[src/rtl/cpu_session_ctrl.sv]
// cpu_session_ctrl: run-control sequencer for the pipelined RISC-V cpu.
// Preloads instruction/data memory from a word stream, runs the core for a
// programmed number of cycles, then streams back a block of data memory.
module cpu_session_ctrl #(
   parameter int unsigned CYC_W      = 32,
   parameter int unsigned IMEM_WORDS = 512,
   parameter int unsigned DMEM_WORDS = 1024
) (
   input  logic             clk,
   input  logic             arst_n,
   input  logic             start,
   input  logic             abort,
   input  logic [9:0]       imem_len,
   input  logic [10:0]      dmem_len,
   input  logic [CYC_W-1:0] run_cycles,
   input  logic [10:0]      dump_len,
   input  logic             in_valid,
   output logic             in_ready,
   input  logic [63:0]      in_data,
   output logic             out_valid,
   input  logic             out_ready,
   output logic [63:0]      out_data,
   output logic [63:0]      imem_addr,
   output logic             imem_wen,
   output logic             imem_ren,
   output logic [31:0]      imem_wdata,
   output logic [63:0]      dmem_addr,
   output logic             dmem_wen,
   output logic             dmem_ren,
   output logic [63:0]      dmem_wdata,
   input  logic [63:0]      dmem_rdata,
   output logic             cpu_enable,
   output logic             busy,
   output logic             done,
   output logic [CYC_W-1:0] cycle_count
);

   localparam int unsigned LEN_W  = 11;
   localparam int unsigned ADDR_W = 64;

   typedef enum logic [2:0] {
      S_IDLE     = 3'd0,
      S_LOAD_I   = 3'd1,
      S_LOAD_D   = 3'd2,
      S_RUN      = 3'd3,
      S_DUMP_REQ = 3'd4,
      S_DUMP_OUT = 3'd5,
      S_DONE     = 3'd6
   } state_t;

   // First phase with work to do, starting after 'stage'
   // (0: from start, 1: after imem load, 2: after dmem load, 3: after run).
   function automatic state_t seq_next(input logic [1:0] stage,
                                       input logic       i_nz,
                                       input logic       d_nz,
                                       input logic       r_nz,
                                       input logic       u_nz);
      state_t s;
      s = S_DONE;
      if (u_nz) s = S_DUMP_REQ;
      if (r_nz && (stage <= 2'd2)) s = S_RUN;
      if (d_nz && (stage <= 2'd1)) s = S_LOAD_D;
      if (i_nz && (stage == 2'd0)) s = S_LOAD_I;
      return s;
   endfunction

   state_t             state_q;
   state_t             state_d;
   logic [LEN_W-1:0]   idx_q;
   logic [LEN_W-1:0]   ilen_q;
   logic [LEN_W-1:0]   dlen_q;
   logic [LEN_W-1:0]   ulen_q;
   logic [CYC_W-1:0]   run_q;
   logic [CYC_W-1:0]   cycle_q;
   logic [63:0]        out_hold_q;
   logic               dump_first_q;

   logic [LEN_W-1:0]   ilen_clamp;
   logic [LEN_W-1:0]   dlen_clamp;
   logic [LEN_W-1:0]   ulen_clamp;
   logic [LEN_W-1:0]   idx_inc;
   logic               i_last;
   logic               d_last;
   logic               u_last;
   logic               run_last;

   // Length clamping to memory depth, applied when the session is latched
   assign ilen_clamp = (LEN_W'(imem_len) > LEN_W'(IMEM_WORDS)) ? LEN_W'(IMEM_WORDS) : LEN_W'(imem_len);
   assign dlen_clamp = (LEN_W'(dmem_len) > LEN_W'(DMEM_WORDS)) ? LEN_W'(DMEM_WORDS) : LEN_W'(dmem_len);
   assign ulen_clamp = (LEN_W'(dump_len) > LEN_W'(DMEM_WORDS)) ? LEN_W'(DMEM_WORDS) : LEN_W'(dump_len);

   // Terminal compares; the 11-bit index reaches 1024 without wrapping
   assign idx_inc  = idx_q + LEN_W'(1);
   assign i_last   = (idx_inc == ilen_q);
   assign d_last   = (idx_inc == dlen_q);
   assign u_last   = (idx_inc == ulen_q);
   assign run_last = ((cycle_q + CYC_W'(1)) == run_q);

   assign cycle_count = cycle_q;

   // State register
   always_ff @(posedge clk or negedge arst_n) begin
      if (!arst_n) begin
         state_q <= S_IDLE;
      end else begin
         state_q <= state_d;
      end
   end

   // Next-state logic; abort overrides every transition
   always_comb begin
      state_d = state_q;
      if (abort) begin
         state_d = S_IDLE;
      end else begin
         case (state_q)
            S_IDLE, S_DONE: begin
               if (start) begin
                  state_d = seq_next(2'd0, ilen_clamp != '0, dlen_clamp != '0,
                                     run_cycles != '0, ulen_clamp != '0);
               end
            end
            S_LOAD_I: begin
               if (in_valid && i_last) begin
                  state_d = seq_next(2'd1, 1'b0, dlen_q != '0, run_q != '0, ulen_q != '0);
               end
            end
            S_LOAD_D: begin
               if (in_valid && d_last) begin
                  state_d = seq_next(2'd2, 1'b0, 1'b0, run_q != '0, ulen_q != '0);
               end
            end
            S_RUN: begin
               if (run_last) begin
                  state_d = seq_next(2'd3, 1'b0, 1'b0, 1'b0, ulen_q != '0);
               end
            end
            S_DUMP_REQ: begin
               state_d = S_DUMP_OUT;
            end
            S_DUMP_OUT: begin
               if (out_ready) begin
                  state_d = u_last ? S_DONE : S_DUMP_REQ;
               end
            end
            default: begin
               state_d = S_IDLE;
            end
         endcase
      end
   end

   // Session datapath: latched lengths, word index, run counter, dump capture
   always_ff @(posedge clk or negedge arst_n) begin
      if (!arst_n) begin
         idx_q        <= '0;
         ilen_q       <= '0;
         dlen_q       <= '0;
         ulen_q       <= '0;
         run_q        <= '0;
         cycle_q      <= '0;
         out_hold_q   <= '0;
         dump_first_q <= 1'b0;
      end else if (abort) begin
         dump_first_q <= 1'b0;
      end else begin
         dump_first_q <= (state_q == S_DUMP_REQ);
         if (dump_first_q) begin
            out_hold_q <= dmem_rdata;
         end
         case (state_q)
            S_IDLE, S_DONE: begin
               if (start) begin
                  ilen_q  <= ilen_clamp;
                  dlen_q  <= dlen_clamp;
                  ulen_q  <= ulen_clamp;
                  run_q   <= run_cycles;
                  idx_q   <= '0;
                  cycle_q <= '0;
               end
            end
            S_LOAD_I: begin
               if (in_valid) idx_q <= i_last ? '0 : idx_inc;
            end
            S_LOAD_D: begin
               if (in_valid) idx_q <= d_last ? '0 : idx_inc;
            end
            S_RUN: begin
               cycle_q <= cycle_q + CYC_W'(1);
            end
            S_DUMP_OUT: begin
               if (out_ready) idx_q <= u_last ? '0 : idx_inc;
            end
            default: begin
            end
         endcase
      end
   end

   // Output decode from state, index and stream inputs; abort kills strobes
   always_comb begin
      in_ready   = 1'b0;
      out_valid  = 1'b0;
      imem_addr  = '0;
      imem_wen   = 1'b0;
      imem_ren   = 1'b0;
      imem_wdata = '0;
      dmem_addr  = '0;
      dmem_wen   = 1'b0;
      dmem_ren   = 1'b0;
      dmem_wdata = '0;
      cpu_enable = 1'b0;
      busy       = (state_q != S_IDLE) && (state_q != S_DONE);
      done       = (state_q == S_DONE);
      // First DUMP_OUT cycle forwards the SRAM read data; later cycles hold it
      out_data   = dump_first_q ? dmem_rdata : out_hold_q;
      case (state_q)
         S_LOAD_I: begin
            in_ready   = !abort;
            imem_addr  = ADDR_W'(idx_q) << 2;
            imem_wen   = in_valid && !abort;
            imem_wdata = in_data[31:0];
         end
         S_LOAD_D: begin
            in_ready   = !abort;
            dmem_addr  = ADDR_W'(idx_q) << 3;
            dmem_wen   = in_valid && !abort;
            dmem_wdata = in_data;
         end
         S_RUN: begin
            cpu_enable = !abort;
         end
         S_DUMP_REQ: begin
            dmem_addr = ADDR_W'(idx_q) << 3;
            dmem_ren  = !abort;
         end
         S_DUMP_OUT: begin
            out_valid = !abort;
         end
         default: begin
         end
      endcase
   end

endmodule

[config.mk]
export PLATFORM = sky130hd
export DESIGN_NAME = cpu_session_ctrl
export DESIGN_NICKNAME = d
export VERILOG_FILES = /design/src/rtl/cpu_session_ctrl.sv
export SDC_FILE = /design/constraint.sdc
export NUM_CORES = 1
export LEC_CHECK = 0
export CORE_AREA = 2 2 204 206
export DETAILED_ROUTE_END_ITERATION = 16
export DIE_AREA = 0 0 206 208
export GPL_ROUTABILITY_DRIVEN = 0
export SLEW_MARGIN = 20
export SYNTH_ARGS = -nofsm -noshare
export SYNTH_HDL_FRONTEND = slang
export SYNTH_SLANG_ARGS = --single-unit
[constraint.sdc]
create_clock -name clk -period 3.6 [get_ports clk]
set_clock_uncertainty 0.15 [all_clocks]
set_input_delay 0.36 -clock clk [delete_from_list [all_inputs] [get_ports clk]]
set_output_delay 0.36 -clock clk [all_outputs]
set_load 0.02 [all_outputs]
==> results.py <==
metrics = {
    "synth": {
        "syn_area_per_cell_sq_um": 8.86,
        "ys_types": 77,
        "synth_seq_cells": 175,
        "seq_area_frac_synth_pct": 35.4,
        "synth_top_cell_by_area": "dfrtp_1",
        "ys.warnings.count": 0,
        "synth_top_family_by_area": "simple AND/OR/NAND/NOR gates",
        "synth_flop_cell": "dfrtp_1",
        "synth.most_common_cell": "nand2_1",
        "synth_cells": 1396,
        "synth_area_leaders": "dfrtp_1 (35%), mux2_2 (12%), buf_4 (6.7%), nand2_1 (5.6%), and3_1 (3.7%)",
        "yosys.area_share.adder_pct": 0.202,
        "synth_edf_count": 0,
        "async_flop_share_pct": 100,
        "synth_top_area_share_pct": 35.4,
        "synth-xor-area-share_pct": 6.46,
        "yosys-top-cells-count": "nand2_1 (184), dfrtp_1 (175), mux2_2 (130)",
        "synthSimpleGateAreaFrac_pct": 24.2,
        "synthMuxAreaShare_pct": 11.9,
        "synth_compound_area_share_pct": 11.1,
        "netlist_area_sq_um": 12400,
    },
    "global_routing": {
        "grt.total_usage_pct": 20.7,
        "grt_pass1_vias": 11100,
        "grt_start_max_net_pins": 73,
        "grt_pass1_wl_um": 67800,
        "antenna_found_initial": 10,
        "grt_overflow": 0,
    },
    "timing": {
        "rsz0062_at_grt": "false",
        "maxSlewViolCount": 0,
        "setup_viol": 0,
        "fin_crit_sh_pct": 94.1,
        "hold_viol_final": 0,
        "relSlewSlack_pct": 40.0,
        "tightest_slew_ns": 0.899,
        "fmax_mhz": 295,
        "setup_tns_ns": 0,
        "period_minus_slack_ns": 3.39,
        "layout_setup_ws_ns": 0.213,
    },
    "run": {
        "drv_cap": 0,
    },
    "layout": {
        "design_area_sq_um": 17300,
        "area_growth_pct": 40.0,
        "fill_cells": 4020,
        "multi_input_area_sq_um": 7100,
        "final_nets": 1968,
        "layout.area.seq_sq_um": 4380,
        "drive_gt1_share_pct": 12.6,
        "diodes": 0,
    },
    "placed_design": {
        "io_buffer_count": 419,
        "dpl.hpwl_um": 35500,
        "place_area_sq_um": 16700,
        "place_ws_ns": 0.356,
    },
    "critical_path": {
        "cp-start-kind": "flip-flop",
        "setup.worst_path.class": "reg -> out",
        "max_stage_delay_ns": 0.68,
        "crit_chain": "nor2b_2 -> nor2_1 -> nor2_1 -> and2_1 -> clkdlybuf4s50_1",
        "arrival_ns": 2.88,
        "cp.required_ns": 3.09,
        "endpoint_kind": "primary output",
        "critPathBufInv": 1,
        "cpMaxStageDelayCell": "dfrtp_1",
        "cp_top_family": "simple AND/OR/NAND/NOR gates",
        "crit_fanout": 16,
        "crit_path_frequent_cell": "nor2_1",
    },
    "clocking": {
        "ctsRootBufferMaster": "clkbuf_16",
        "cts_sinks": 175,
        "insertion_delay_ns": 0.45,
        "clk_path_buf_depth": 2,
        "postCtsSetupBuffers": 0,
        "cts_tree": "done",
        "htreeDepth": 4,
        "clk_pin_slew_ns": 0.07,
        "numCtsBuffers": 17,
    },
    "die": {
        "die_y_um": 208,
        "rows": 74,
        "die_w_um": 206,
        "core-area_sq_um": 40600,
        "initial_utilization_pct": 30.5,
        "fp.dieArea_sq_um": 42800,
        "pin_count": 527,
    },
    "pwr": {
        "power_density_nw_per_um2": 571,
        "irDropWorstVdd_mv": 0.320,
        "leakagePower_uw": 0.00750,
    },
    "detailed_routing": {
        "routedWlPerCell_um": 19.6,
        "drc": 0,
        "drtPass1Iterations": 8,
        "postRouteAntennaNets": 0,
        "drt_iter0_drc": 889,
        "viasPerCell": 5.04,
        "routed_wl_um": 45200,
        "dr_total_vias": 11600,
    },
    "status": {
        "status": "complete, no violations",
    },
    "hold_path": {
        "hp-class": "in -> async",
    },
}
metal layers:
layer	track usage, %	vias up	share of wire (%)
met5	0	-	0.13
met4	4.66	10	1.6
met1	28.4	5672	44
met2	32.6	418	47
met3	5.22	61	7.7
li1	-	5487	-
layout by cell type, fill, tap and decap left out, types with 9 or more instances in the layout:
master	count
a31oi_1	12
buf_4	36
clkbuf_16	17
nand3_1	34
o21ai_0	77
and4_1	10
xnor2_1	41
nand2b_1	28
o31ai_1	21
a21oi_1	30
nor2b_1	9
conb_1	107
and2_1	47
inv_1	16
nand4_1	31
xnor3_1	11
nor2_1	54
dfrtp_1	174
xor2_1	22
nor3_1	29
clkdlybuf4s50_1	418
nand2_1	184
and3_1	74
mux2_2	130
nor4_1	34
power by group:
| group | internal [uW] | switching (uW) | leakage, uW | total, uW |
|---|---|---|---|---|
| combinational | 2300 | 2590 | 0.00486 | 4890 |
| clock | 1030 | 854 | 0.000284 | 1890 |
| sequential | 2530 | 575 | 0.00235 | 3100 |
layout make-up:
| type | instances | area share [%] |
|---|---|---|
| well taps | 532 | 3.84 |
| repair buffers | 458 | 26.1 |
| multi-input cells | 1098 | 41.0 |
| clock inverters | 14 | 0.903 |
| inverters | 18 | 0.390 |
| clock buffers | 17 | 2.46 |
| flip-flops and latches | 175 | 25.3 |
registers in the layout (all words and copies together), names as in the netlist:
name / count
out_hold_q: 64
cycle_count: 32
run_q: 32
dlen_q: 11
idx_q: 11
ulen_q: 11
ilen_q: 10
state_q: 3
dump_first_q: 1
final timing paths:
check                          startpoint        endpoint  slack, ns  cells after the start
max                            state_q[2]    dmem_addr[4]       0.21                      5
min                                arst_n  out_hold_q[17]       0.28                      2
max reg2reg                cycle_count[0]      state_q[0]       0.29                      9
min reg2reg                out_hold_q[22]  out_hold_q[22]       0.35                      1
max in group asynchronous          arst_n        run_q[8]       2.19                      3
min in group clk            run_cycles[5]        run_q[5]       0.33                      3
what timing repair did:
action / in CTS / in global routing
hold buffers: 1 / 0
hold endpoints to repair: 46 / 0
gates resized for setup: 0 / 1
setup endpoints to repair: 0 / 5
metrics by stage:
stage               std cells  utilization (%)  total power, uW  hold slack, ns
floorplan                1502                -             6040         -0.0856
global placement         2280             41.2             7960           0.182
detailed placement       2280             41.2             8010           0.198
CTS                      2312             42.7             9960           0.282
global route             2312             42.7            10500           0.310
finish                   2312             42.7             9880           0.276
cells by family after synthesis:
group           Yosys count
flops                   175
simple gates            572
mux                     131
compound gates          212
xor+xnor                 74
other cells               1
fa+ha+maj                 2
buf+inv                 229
(Power assumes the default switching activity.)
